`config.mk`:
```
export PLATFORM = sky130hd
export DESIGN_NAME = multicycle_controller
export DESIGN_NICKNAME = d
export VERILOG_FILES = /design/src/rtl/multicycle_controller.sv
export SDC_FILE = /design/constraint.sdc
export NUM_CORES = 1
export LEC_CHECK = 0
export ABC_AREA = 1
export BUFFER_PORTS_ARGS = -buffer_cell sky130_fd_sc_hd__buf_2
export CORE_MARGIN = 5
export CORE_UTILIZATION = 34
export CTS_BUF_LIST = sky130_fd_sc_hd__clkbuf_16
export DETAILED_ROUTE_END_ITERATION = 16
export PLACE_DENSITY = 0.67
export SLEW_MARGIN = 20
export SYNTH_ARGS = -nofsm -noshare
export SYNTH_HDL_FRONTEND = slang
export SYNTH_SLANG_ARGS = --single-unit
```
`constraint.sdc`:
```
create_clock -name clk -period 5.2 [get_ports clk]
set_clock_uncertainty 0.15 [all_clocks]
set_input_delay 1.56 -clock clk [delete_from_list [all_inputs] [get_ports clk]]
set_output_delay 1.56 -clock clk [all_outputs]
set_load 0.005 [all_outputs]
```
`src/rtl/multicycle_controller.sv`:
```
// Control FSM for a shared-memory multi-cycle RV32I datapath: sequences fetch,
// execute, memory and write-back, drives datapath enables, counts retirements.
module multicycle_controller #(
  parameter int CNT_W = 32
) (
  input  logic             clk,
  input  logic             reset,
  input  logic [31:0]      inst,
  input  logic             branch_taken,
  input  logic             mem_ready,
  output logic             mem_req,
  output logic             mem_we,
  output logic             addr_sel,
  output logic             ir_write,
  output logic             mdr_write,
  output logic             pc_write,
  output logic             pc_sel,
  output logic             reg_write,
  output logic [1:0]       wb_sel,
  output logic [1:0]       alu_a_sel,
  output logic             alu_b_sel,
  output logic             retire,
  output logic [CNT_W-1:0] retired_count,
  output logic             halted,
  output logic [2:0]       state
);

  typedef enum logic [2:0] {
    FETCH  = 3'd0,
    DECODE = 3'd1,
    EXEC   = 3'd2,
    MEM    = 3'd3,
    WB     = 3'd4,
    HALT   = 3'd5
  } stateT;

  typedef enum logic [3:0] {
    OP_ALUREG, OP_ALUIMM, OP_BRANCH, OP_JALR, OP_JAL,
    OP_AUIPC, OP_LUI, OP_LOAD, OP_STORE, OP_ILLEGAL
  } opClassT;

  stateT      curState;
  opClassT    opClass;
  logic [1:0] classASel;
  logic       classBSel;
  logic       unusedInstBits;

  assign unusedInstBits = ^inst[31:7];

  always_comb begin
    case (inst[6:0])
      7'b0110011: opClass = OP_ALUREG;
      7'b0010011: opClass = OP_ALUIMM;
      7'b1100011: opClass = OP_BRANCH;
      7'b1100111: opClass = OP_JALR;
      7'b1101111: opClass = OP_JAL;
      7'b0010111: opClass = OP_AUIPC;
      7'b0110111: opClass = OP_LUI;
      7'b0000011: opClass = OP_LOAD;
      7'b0100011: opClass = OP_STORE;
      default:    opClass = OP_ILLEGAL;
    endcase
  end

  // ALU operand selection per class; reused by EXEC, MEM and non-load WB.
  always_comb begin
    classASel = 2'b00;
    classBSel = 1'b1;
    case (opClass)
      OP_ALUREG:                 classBSel = 1'b0;
      OP_LUI:                    classASel = 2'b10;
      OP_AUIPC, OP_BRANCH, OP_JAL: classASel = 2'b01;
      default:                   classASel = 2'b00;
    endcase
  end

  // NOTE: every output gets a default before the case so no path leaves a
  // signal unassigned -- otherwise synthesis infers a latch.
  always_comb begin
    mem_req   = 1'b0;
    mem_we    = 1'b0;
    addr_sel  = 1'b0;
    ir_write  = 1'b0;
    mdr_write = 1'b0;
    pc_write  = 1'b0;
    pc_sel    = 1'b0;
    reg_write = 1'b0;
    wb_sel    = 2'b00;
    alu_a_sel = 2'b00;
    alu_b_sel = 1'b0;
    retire    = 1'b0;
    case (curState)
      FETCH: begin
        mem_req  = 1'b1;
        ir_write = mem_ready;
      end
      EXEC: begin
        alu_a_sel = classASel;
        alu_b_sel = classBSel;
        if (opClass == OP_BRANCH) begin
          pc_write = 1'b1;
          pc_sel   = branch_taken;
          retire   = 1'b1;
        end else if (opClass == OP_JAL || opClass == OP_JALR) begin
          pc_write  = 1'b1;
          pc_sel    = 1'b1;
          reg_write = 1'b1;
          wb_sel    = 2'b10;
          retire    = 1'b1;
        end
      end
      MEM: begin
        mem_req   = 1'b1;
        addr_sel  = 1'b1;
        mem_we    = (opClass == OP_STORE);
        alu_a_sel = classASel;
        alu_b_sel = classBSel;
        if (mem_ready) begin
          if (opClass == OP_LOAD) begin
            mdr_write = 1'b1;
          end else begin
            pc_write = 1'b1;
            retire   = 1'b1;
          end
        end
      end
      WB: begin
        reg_write = 1'b1;
        pc_write  = 1'b1;
        retire    = 1'b1;
        if (opClass == OP_LOAD) begin
          wb_sel = 2'b01;
        end else begin
          alu_a_sel = classASel;
          alu_b_sel = classBSel;
        end
      end
      default: ;
    endcase
    // Reset abandons any in-flight transaction in the same cycle.
    if (reset) begin
      mem_req   = 1'b0;
      mem_we    = 1'b0;
      ir_write  = 1'b0;
      mdr_write = 1'b0;
      pc_write  = 1'b0;
      reg_write = 1'b0;
      retire    = 1'b0;
    end
  end

  assign halted = (curState == HALT);
  assign state  = curState;

  // NOTE: sequential state uses non-blocking assignments so every register
  // samples pre-edge values regardless of statement order.
  always_ff @(posedge clk) begin
    if (reset) begin
      curState      <= FETCH;
      retired_count <= '0;
    end else begin
      if (retire) retired_count <= retired_count + CNT_W'(1);
      case (curState)
        FETCH:  if (mem_ready) curState <= DECODE;
        DECODE: curState <= (opClass == OP_ILLEGAL) ? HALT : EXEC;
        EXEC: begin
          case (opClass)
            OP_LOAD, OP_STORE:             curState <= MEM;
            OP_BRANCH, OP_JAL, OP_JALR:    curState <= FETCH;
            default:                       curState <= WB;
          endcase
        end
        MEM:    if (mem_ready) curState <= (opClass == OP_LOAD) ? WB : FETCH;
        WB:     curState <= FETCH;
        HALT:   curState <= HALT;
        default: curState <= HALT;
      endcase
    end
  end

endmodule

```
## After elaboration in Yosys (flattened, before gate mapping)

Cells that the tools add are included.

| storage, ports and cells | value |
|---|---|
| register bits after elaboration | 35 |
| bits of input ports | 36 |
| output and inout bits | 50 |
| logic and storage cells | 75 |

| operators by class | value |
|---|---|
| $add $sub $neg | 1 |
| eq/ne operators | 24 |
| multiplexer cells | 39 |
| reductions and logical operators | 9 |

Operators with widths:

| cell | number |
|---|---|
| $pmux 4 s9 | 1 |
| $add 32x1->32 const B | 1 |
| $mux 1 | 23 |
| $eq 7x6->1 const B | 3 |
| $eq 7x7->1 const B | 3 |
| $eq 4x3->1 const B | 4 |
| $pmux 3 s5 | 1 |
| $eq 7x5->1 const B | 2 |
| $mux 3 | 4 |
| $pmux 2 s2 | 3 |
| $eq 4x2->1 const B | 2 |
| $eq 4x4->1 const B | 2 |
| $eq 7x2->1 const B | 1 |
| $eq 3x2->1 const B | 2 |
| $eq 3x3->1 const B | 2 |
| $mux 2 | 3 |
| $pmux 3 s2 | 1 |
| $reduce_or 2->1 | 3 |
| $reduce_or 3->1 | 2 |
| $logic_not 4->1 | 1 |
| $ne 2x2->1 const B | 2 |
| $pmux 1 s2 | 2 |
| $eq 3x1->1 const B | 1 |
| $logic_not 3->1 | 1 |
| 3 further kinds | 3 |

## Depth between registers and ports, before layout

Gate-level depths: netlist (run 1).

| logic depth | value |
|---|---|
| depth in word-level cells | 8 |
| depth in mapped cells | 15 |
| mapped depth without buffers | 15 |

## Worst setup path after synthesis (run 1)

OpenSTA, ideal clock, no wires.

| timing path | value |
|---|---|
| path kind | input -> output |
| start point | input port inst[3] |
| end point | output port retire |
| arrival | 2.771 ns |
| required time | 3.490 ns |
| slack | 0.719 ns |
| stages on the path | 14 |
| path buffers | 1 |
| cells stage by stage | inv_1 > nand2_1 > nor2_2 > nand2_2 > nand2_2 > nor2_2 > nor2_2 > nand4_2 > nand2_2 > nand2_2 > nand2_4 > nand2_4 > inv_1 > buf_4 |

| on the way | value |
|---|---|
| longest elaborated chain between the ends | 8 |
| elaborated cells on any way between the ends | 21 |
| classes of those cells | 13 x eq/ne; 7 x mux; 1 x reduce/logical |

RTL lines:

| element | line | RTL |
|---|---|---|
| start: declaration | 8 | `input logic [31:0] inst,` |
| $eq 7x6->1 (tied with other cells) | 51 | `case (inst[6:0])` |
| $pmux 4 s9 (*) | 51 |  |
| $eq 4x3->1 / $eq 4x2->1 (equally long branches) | 104 | `end else if (opClass == OP_JAL \|\| opClass == OP_JALR) begin` |
| $logic_or 1x1->1 | 104 |  |
| $mux 1 (2 in series) | - |  |
| $pmux 1 s3 (*) | - |  |
| $mux 1 (*) | - |  |
| end: declaration | 22 | `output logic retire,` |

Every way passes the cells marked *; elsewhere a longest branch is shown, timed or not.

## Worst setup path in the final report (run 1)

| timing path | value |
|---|---|
| start point | input port inst[3] |
| end point | output port retire |

| on the way | value |
|---|---|
| longest elaborated chain between the ends | 8 |
| elaborated cells on any way between the ends | 21 |
| classes of those cells | 13 x eq/ne; 7 x mux; 1 x reduce/logical |

RTL lines:

| element | line | RTL |
|---|---|---|
| $eq 7x6->1 (tied with other cells) | 51 |  |
| $pmux 4 s9 (*) | 51 |  |
| $eq 4x3->1 / $eq 4x2->1 (equally long branches) | 104 |  |
| $logic_or 1x1->1 | 104 |  |
| $mux 1 | 104 |  |
| $mux 1 | 100 | `if (opClass == OP_BRANCH) begin` |
| $pmux 1 s3 (*) | 92 | `case (curState)` |
| $mux 1 (*) | 141 | `if (reset) begin` |

Marked as above.

==> results of run 1 <==
## critical path: stages
cell and delay, ps:
buf_2 110, inv_1 80, nand2_1 60, nor2_2 180, nand2_2 140, nand2_2 80
nor2_2 40, nor2_2 80, nand4_2 120, nand2_2 110, nand2_2 70, nand2_4 80
nand2_4 40, inv_1 100, buf_2 130
## worst max path at each step
stage / end / depth (start not counted)
after floorplan: retire / 14
after global placement: pc_write / 15
after detailed placement: retire / 15
after CTS: retire / 15
after global routing: retire / 15
final: retire / 15
## synth_stat cells
cell type | instances | area share, %
nand2_1 | 110 | 16
nor2_1 | 45 | 6.7
nand3_1 | 38 | 7.5
a21oi_1 | 37 | 7.3
inv_1 | 37 | 5.5
dfxtp_1 | 35 | 28
xor2_1 | 23 | 7.9
nor3_1 | 17 | 3.4
nor4_1 | 9 | 2.2
nand4_1 | 7 | 1.7
nor2_2 | 5 | 1.2
xnor2_1 | 5 | 1.7
nand2_2 | 4 | 0.99
o21ai_0 | 4 | 0.79
buf_2 | 3 | 0.59
buf_6 | 3 | 1.3
buf_8 | 3 | 1.8
clkbuf_1 | 3 | 0.44
inv_2 | 3 | 0.44
a31oi_1 | 2 | 0.49
clkinv_1 | 2 | 0.30
nand2_4 | 2 | 0.89
buf_1 | 1 | 0.15
buf_4 | 1 | 0.30
ha_1 | 1 | 0.49
nand3_2 | 1 | 0.39
nand3b_1 | 1 | 0.30
nand4_2 | 1 | 0.49
nor4b_1 | 1 | 0.35
o21a_1 | 1 | 0.30
o22ai_1 | 1 | 0.25
## per-stage QoR
stage / power, uW / hold WS [ps]
after floorplan: 328.8 / 318.2
after global placement: 344.3 / 314.3
after detailed placement: 345.3 / 335.4
after CTS: 628.7 / 346.7
after global routing: 650.9 / 364.6
final: 621.6 / 339.7
## state kept, by name, summed over array words and instances, names as in the netlist
register and cells:
retired_count 32, state 3
## routing by layer
metal / GRT usage (%) / routed length (um) / vias up
li1: - / - / 1440
met1: 23.01 / 3429 / 1220
met5: 0 / 0 / -
met4: 3.505 / 30 / 0
met2: 25.65 / 3369 / 71
met3: 3.331 / 475 / 4
## kinds of logic after synthesis
| family | count (synthesis) | synth area share [%] |
|---|---|---|
| adders and majority gates | 1 | 0.4928 |
| xor gates and xnor gates | 28 | 9.660 |
| DFF | 35 | 27.60 |
| buffers and inverters | 56 | 10.79 |
| AOI/OAI and AO/OA | 45 | 9.118 |
| and+or+nand+nor | 241 | 42.34 |
## power by group
group	leakage, uW	internal [uW]	switching [uW]	total (uW)
clock network	0.0000701	172	110	282
logic	0.000987	20.6	45.0	65.6
registers	0.000282	271	3.09	274
total	0.00134	464	158	622
## final cells by class
type | instances | area (um2) | area share [%]
clock inverter | 3 | 11.26 | 0.3738
sequential | 35 | 700.7 | 23.26
clock buffer | 5 | 125.1 | 4.153
timing repair buffer | 64 | 330.3 | 10.96
tap | 99 | 123.9 | 4.111
inverter | 42 | 157.7 | 5.233
multi-input combinational | 315 | 1564 | 51.91
==> results.md, run 1 <==
* Status: completed
* Final setup viols at 0
* Syn_nets at 443
* Pre-CTS WS at 479.9 ps
* Final setup margin at just under 500 ps
* CP startpoint kind: input port
* # Post-CTS Setup Buffers at 0
* Clock tree buffer depth at 2
* Final setup TNS at 0 ps
* Syn_area_per_cell at 6.253 um2
* Die Ht at 96.41 um
* Core area at 0.007253 mm2
* Slew Viols, Final at 0
* Resized cells post-CTS at 0
* Antenna-violating nets left at 0
* I/O pin count at 86
* LEAKAGE at 0.001339 uW
* FF+latch count, synth at 35
* Area Overhead vs Synth at 18.68%
* Crit path max fanout at 7
* Worst r2r path cells at 11
* Clock Root Buffer: clkbuf_16
* Min-Delay Startpoint: retired_count[31]$_SDFFE_PP0P_
* Hold Crit Depth at 2
* Commonest non-fill, non-tap cells in the layout: nand2_1, buf_2, nor2_1
* Fin util at 41.54%
* RSZ-0062 raised after global routing: false
* Total Routing Usage GR at 16.30%
* Htree depth at 2
* Clk_lat worst skew at 280 ps
* CP Data Arrival Time at 3010 ps
* Routability cong. at 0.8551
* FF-to-FF End: retired_count[5]$_SDFFE_PP0P_
* Input/output buffers at 60
* Share of cells above drive strength 1 at 18.32%
* Worst hold path type: reg -> reg
* Worst-path clk slew at 50 ps
* RR Startpoint: state[1]$_SDFFE_PP0P_
* CP endpoint kind: output pin
* Hold endpoint: retired_count[31]$_SDFFE_PP0P_
* Fin cells at 563
* DRT iter0 DRCs at 155
* DR vias at 2735
* Antenna violations before repair at 0
* Dpl hpwl at 5.660 mm
* Slew HR at a little under three quarters
* First-pass GRT wire length at around 12 mm
* CP startpoint: inst[3]
* Area after DPL at 0.002877 mm2
* Slew @ Worst Pin at 420.4 ps
* Placed Instances at 555
* R2r setup slk at roughly 3000 ps
* Row Count at 31
* Drt wl/cell at 12.97 um
* Die Width at 96.41 um
* Final hold vios at 0
* Ant diodes at 0
* Final period demand of the worst path at 4717 ps
* Vias per cell at 4.858
* Fmax at 212.0 MHz
* Number of global-route vias before repair at 2487
* Max rail drop VDD at 0.1193 mV
* Final wirelength at 7.304 mm
* Commonest non-fill, non-tap cell in the layout: nand2_1
* Post-synthesis sequential area ratio at 27.60%
* Fill count at 804
* Kind of critical path: in -> out
* Pwr dens at 206.3 mW/mm2
* Mapped Cells at 406
* Hold-fix buffers at CTS at 0
* Final period util at 90.70%
* Nets at 500
* Remaining DRCs at 0
* WP data required at roughly 3500 ps
* Die ar. at 0.009295 mm2
* CTS tree: yes
* Design Area, Final at 0.003013 mm2
* CTS Sinks at 35
* DRT Pass-1 Iters at 5
* Synth warn at 0
* Initial Utilization at 35.00%
* Post-synth cell types at 31
* Largest net degree at the start of global routing at 35
* Total gr overflow at 0
* CTS Buf Count at 5
* Synthesized area at 0.002539 mm2
* Max capacitance violation total at 0
(Power assumes the default switching activity.)
==> run 2: changes to the inputs <==
--- a/config.mk
+++ b/config.mk
@@ -5,13 +5,13 @@
 export SDC_FILE = /design/constraint.sdc
 export NUM_CORES = 1
 export LEC_CHECK = 0
-export ABC_AREA = 1
+export ABC_AREA = 0
 export BUFFER_PORTS_ARGS = -buffer_cell sky130_fd_sc_hd__buf_2
 export CORE_MARGIN = 5
 export CORE_UTILIZATION = 34
 export CTS_BUF_LIST = sky130_fd_sc_hd__clkbuf_16
 export DETAILED_ROUTE_END_ITERATION = 16
-export PLACE_DENSITY = 0.67
+export PLACE_DENSITY = 0.68
 export SLEW_MARGIN = 20
 export SYNTH_ARGS = -nofsm -noshare
 export SYNTH_HDL_FRONTEND = slang
==> results.md, run 2 <==
* Status: completed
* Routability cong. at 0.8526
* Final wirelength at around 6.0 mm
* DRT Pass-1 Iters at 4
* RSZ-0062 raised after global routing: false
* Final setup viols at 0
* Vias per cell at ~5.6
* Ant diodes at 0
* Commonest non-fill, non-tap cells in the layout: buf_2, dfxtp_1, a21oi_1
* Ys flop type: dfxtp_1
* Synth warn at 0
* Worst hold path type: reg -> reg
* DR vias at 2350
* Worst-path clk slew at ~50 ps
* CP endpoint kind: output pin
* Initial Utilization at about a third
* Cells along the critical path: buf_2 -> nor3_2 -> a21oi_1 -> or3_1 -> a211o_1 -> a221oi_1 -> buf_2
* Syn_nets at roughly 320
* Mapped Cells at between 200 and 300
* DRT iter0 DRCs at 122
* CTS Sinks at 35
* Biggest register: retired_count
* Synthesized area at 0.002213 mm2
* Nets at 377
* Clock group share of total power at 45.0%
* Share of cells above drive strength 1 at around a quarter
* Crit path top cell by count: buf_2
* Remaining DRCs at 0
* Antenna violations before repair at 0
* Final period demand of the worst path at around 4800 ps
* Clock tree buffer depth at 2
* Drt wl/cell at 14.38 um
* Largest net degree at the start of global routing at 37
* Net load switching power at ~150 uW
* CTS Buf Count at 5
* Commonest non-fill, non-tap cell in the layout: buf_2
* CP Data Arrival Time at 3130 ps
* Area contributors post-synth: dfxtp_1, a21oi_1, nand2_1
* Number of global-route vias before repair at ~2100
* Dpl hpwl at 4.356 mm
* CP startpoint kind: input port
* Row Count at 29
* Die ar. at ~0.008 mm2
* Total Routing Usage GR at between 10% and 20%
* Crit-path max cell delay at approximately 310 ps
* # Post-CTS Setup Buffers at 0
* Slew @ Worst Pin at ~960 ps
* Pwr dens at 228.6 mW/mm2
* CTS tree: yes
* Total gr overflow at 0
* Critical-path top delay cell: or3_1
* Input/output buffers at 60
* Area leader, netlist: dfxtp_1
* Pre-CTS WS at 392.1 ps
* Clock Root Buffer: clkbuf_16
* Final hold vios at 0
* Count leader, synth: dfxtp_1
* Slew Viols, Final at 0
* Antenna-violating nets left at 0
* Post-synthesis sequential area ratio at between 30% and 40%
* First-pass GRT wire length at 10.06 mm
* LEAKAGE at 0.001029 uW
* Kind of critical path: in -> out
* Hold-fix buffers at CTS at 0
* Comb pwr share at 9.7%
* Slew HR at about 36%
* Int Power at around 470 uW
* Max FFs per register at 32
* Max capacitance violation total at 0
* Htree depth at 2
* Core area at 0.006350 mm2
* Final setup TNS at 0 ps
* EDFF count, synth at 0
* Switching Share at 24.14%
* Leading cell types by count after synthesis: dfxtp_1, a21oi_1, nand2_1
* Synth top area share at a little under a third
* Area Overhead vs Synth at 21.54%
* Final setup margin at 356.5 ps
* Sequential share of power at between 40% and 50%
* I/O pin count at 86
* Max rail drop VDD at 0.1901 mV
* Resized cells post-CTS at 0
* Syn_area_per_cell at between 7 and 8 um2
* Die Ht at 90.69 um
* FF+latch count, synth at 35
* Fmax at 206.5 MHz
* WP data required at 3490 ps
* Die Width at 90.69 um
* Synth async-reset ratio at 0%
* Post-synth cell types at between 50 and 60
* Final period util at between 90% and 100%
* Clk_lat worst skew at 280 ps
* Crit path max fanout at 11
run 2: cell types whose count changed in the layout (fill, tap and decap cells not counted), moves of 7 or more:
cell,before,now
a21oi_1,37,27
nor2_1,45,24
nand2_1,110,25
inv_1,38,9
or4_1,0,11
nor4_1,9,2
xor2_1,23,2
o31ai_1,0,9
or3_1,0,12
nor3_1,17,7
nor2b_1,0,9
o21ai_0,4,15
nand3_1,38,13
run 2: layer usage:
metal,global-route usage (%),part of all wire [%],vias to the layer above
li1,-,-,1169
met1,18.16,45,1093
met5,0,0,-
met4,4.467,1.4,0
met2,24.46,47,80
met3,4.000,7.1,8
run 2: cell families after synthesis:
logic type | after synthesis | synth area share, %
XOR/XNOR | 9 | 3.562
AO/OA/AOI/OAI | 71 | 20.12
AND/OR/NAND/NOR | 141 | 36.91
flip-flops | 35 | 31.66
adder cells (fa/ha/maj) | 1 | 0.5652
buffers and inverters | 26 | 5.257
multiplexers | 4 | 1.922
run 2: path summary, 6_finish.rpt:
path	startpoint	end	slack, ps	cells after the start
max	inst[4]	alu_a_sel[0]	360	7
min	retired_count[31]$_SDFFE_PP0P_	retired_count[31]$_SDFFE_PP0P_	330	2
max reg2reg	state[0]$_SDFFE_PP0P_	retired_count[19]$_SDFFE_PP0P_	2610	6
min reg2reg	retired_count[31]$_SDFFE_PP0P_	retired_count[31]$_SDFFE_PP0P_	330	2
run 2: cell type report:
| type | count | area, um2 |
|---|---|---|
| fillers | 672 | 3660 |
| inverters | 8 | 30.03 |
| clock buffers | 5 | 125.1 |
| clock inverters | 3 | 11.26 |
| well taps | 77 | 96.34 |
| repair buffers | 64 | 330.3 |
| multi-input cells | 226 | 1396 |
| flip-flops and latches | 35 | 700.7 |
run 2: critical path, delay by kind of cell:
kind	cells	cell delay (ps)
compound gates	3	640
simple gates	2	610
buf+inv	2	330
run 2: through the flow:
stage,cells,utilization [%],hold slack (ps),instance area (um2),total power (uW)
3_5_place_dp,410,40.22,324.2,2554,343.5
5_1_grt,418,42.36,340.3,2690,640.1
2_1_floorplan,287,-,318.2,2213,322.5
6_report,418,42.36,326.2,2690,614.9
4_1_cts,418,42.36,332.2,2690,622.6
3_3_place_gp,410,40.22,305.4,2554,342.3
run 2: power groups by stage:
stage	Combinational, uW	Sequential, uW	Clock (uW)
after floorplan	42.2	280	0
after global placement	58.3	284	0
after detailed placement	59.3	284	0
after CTS	59.6	278	285
after global routing	66.1	280	294
final	59.4	279	277
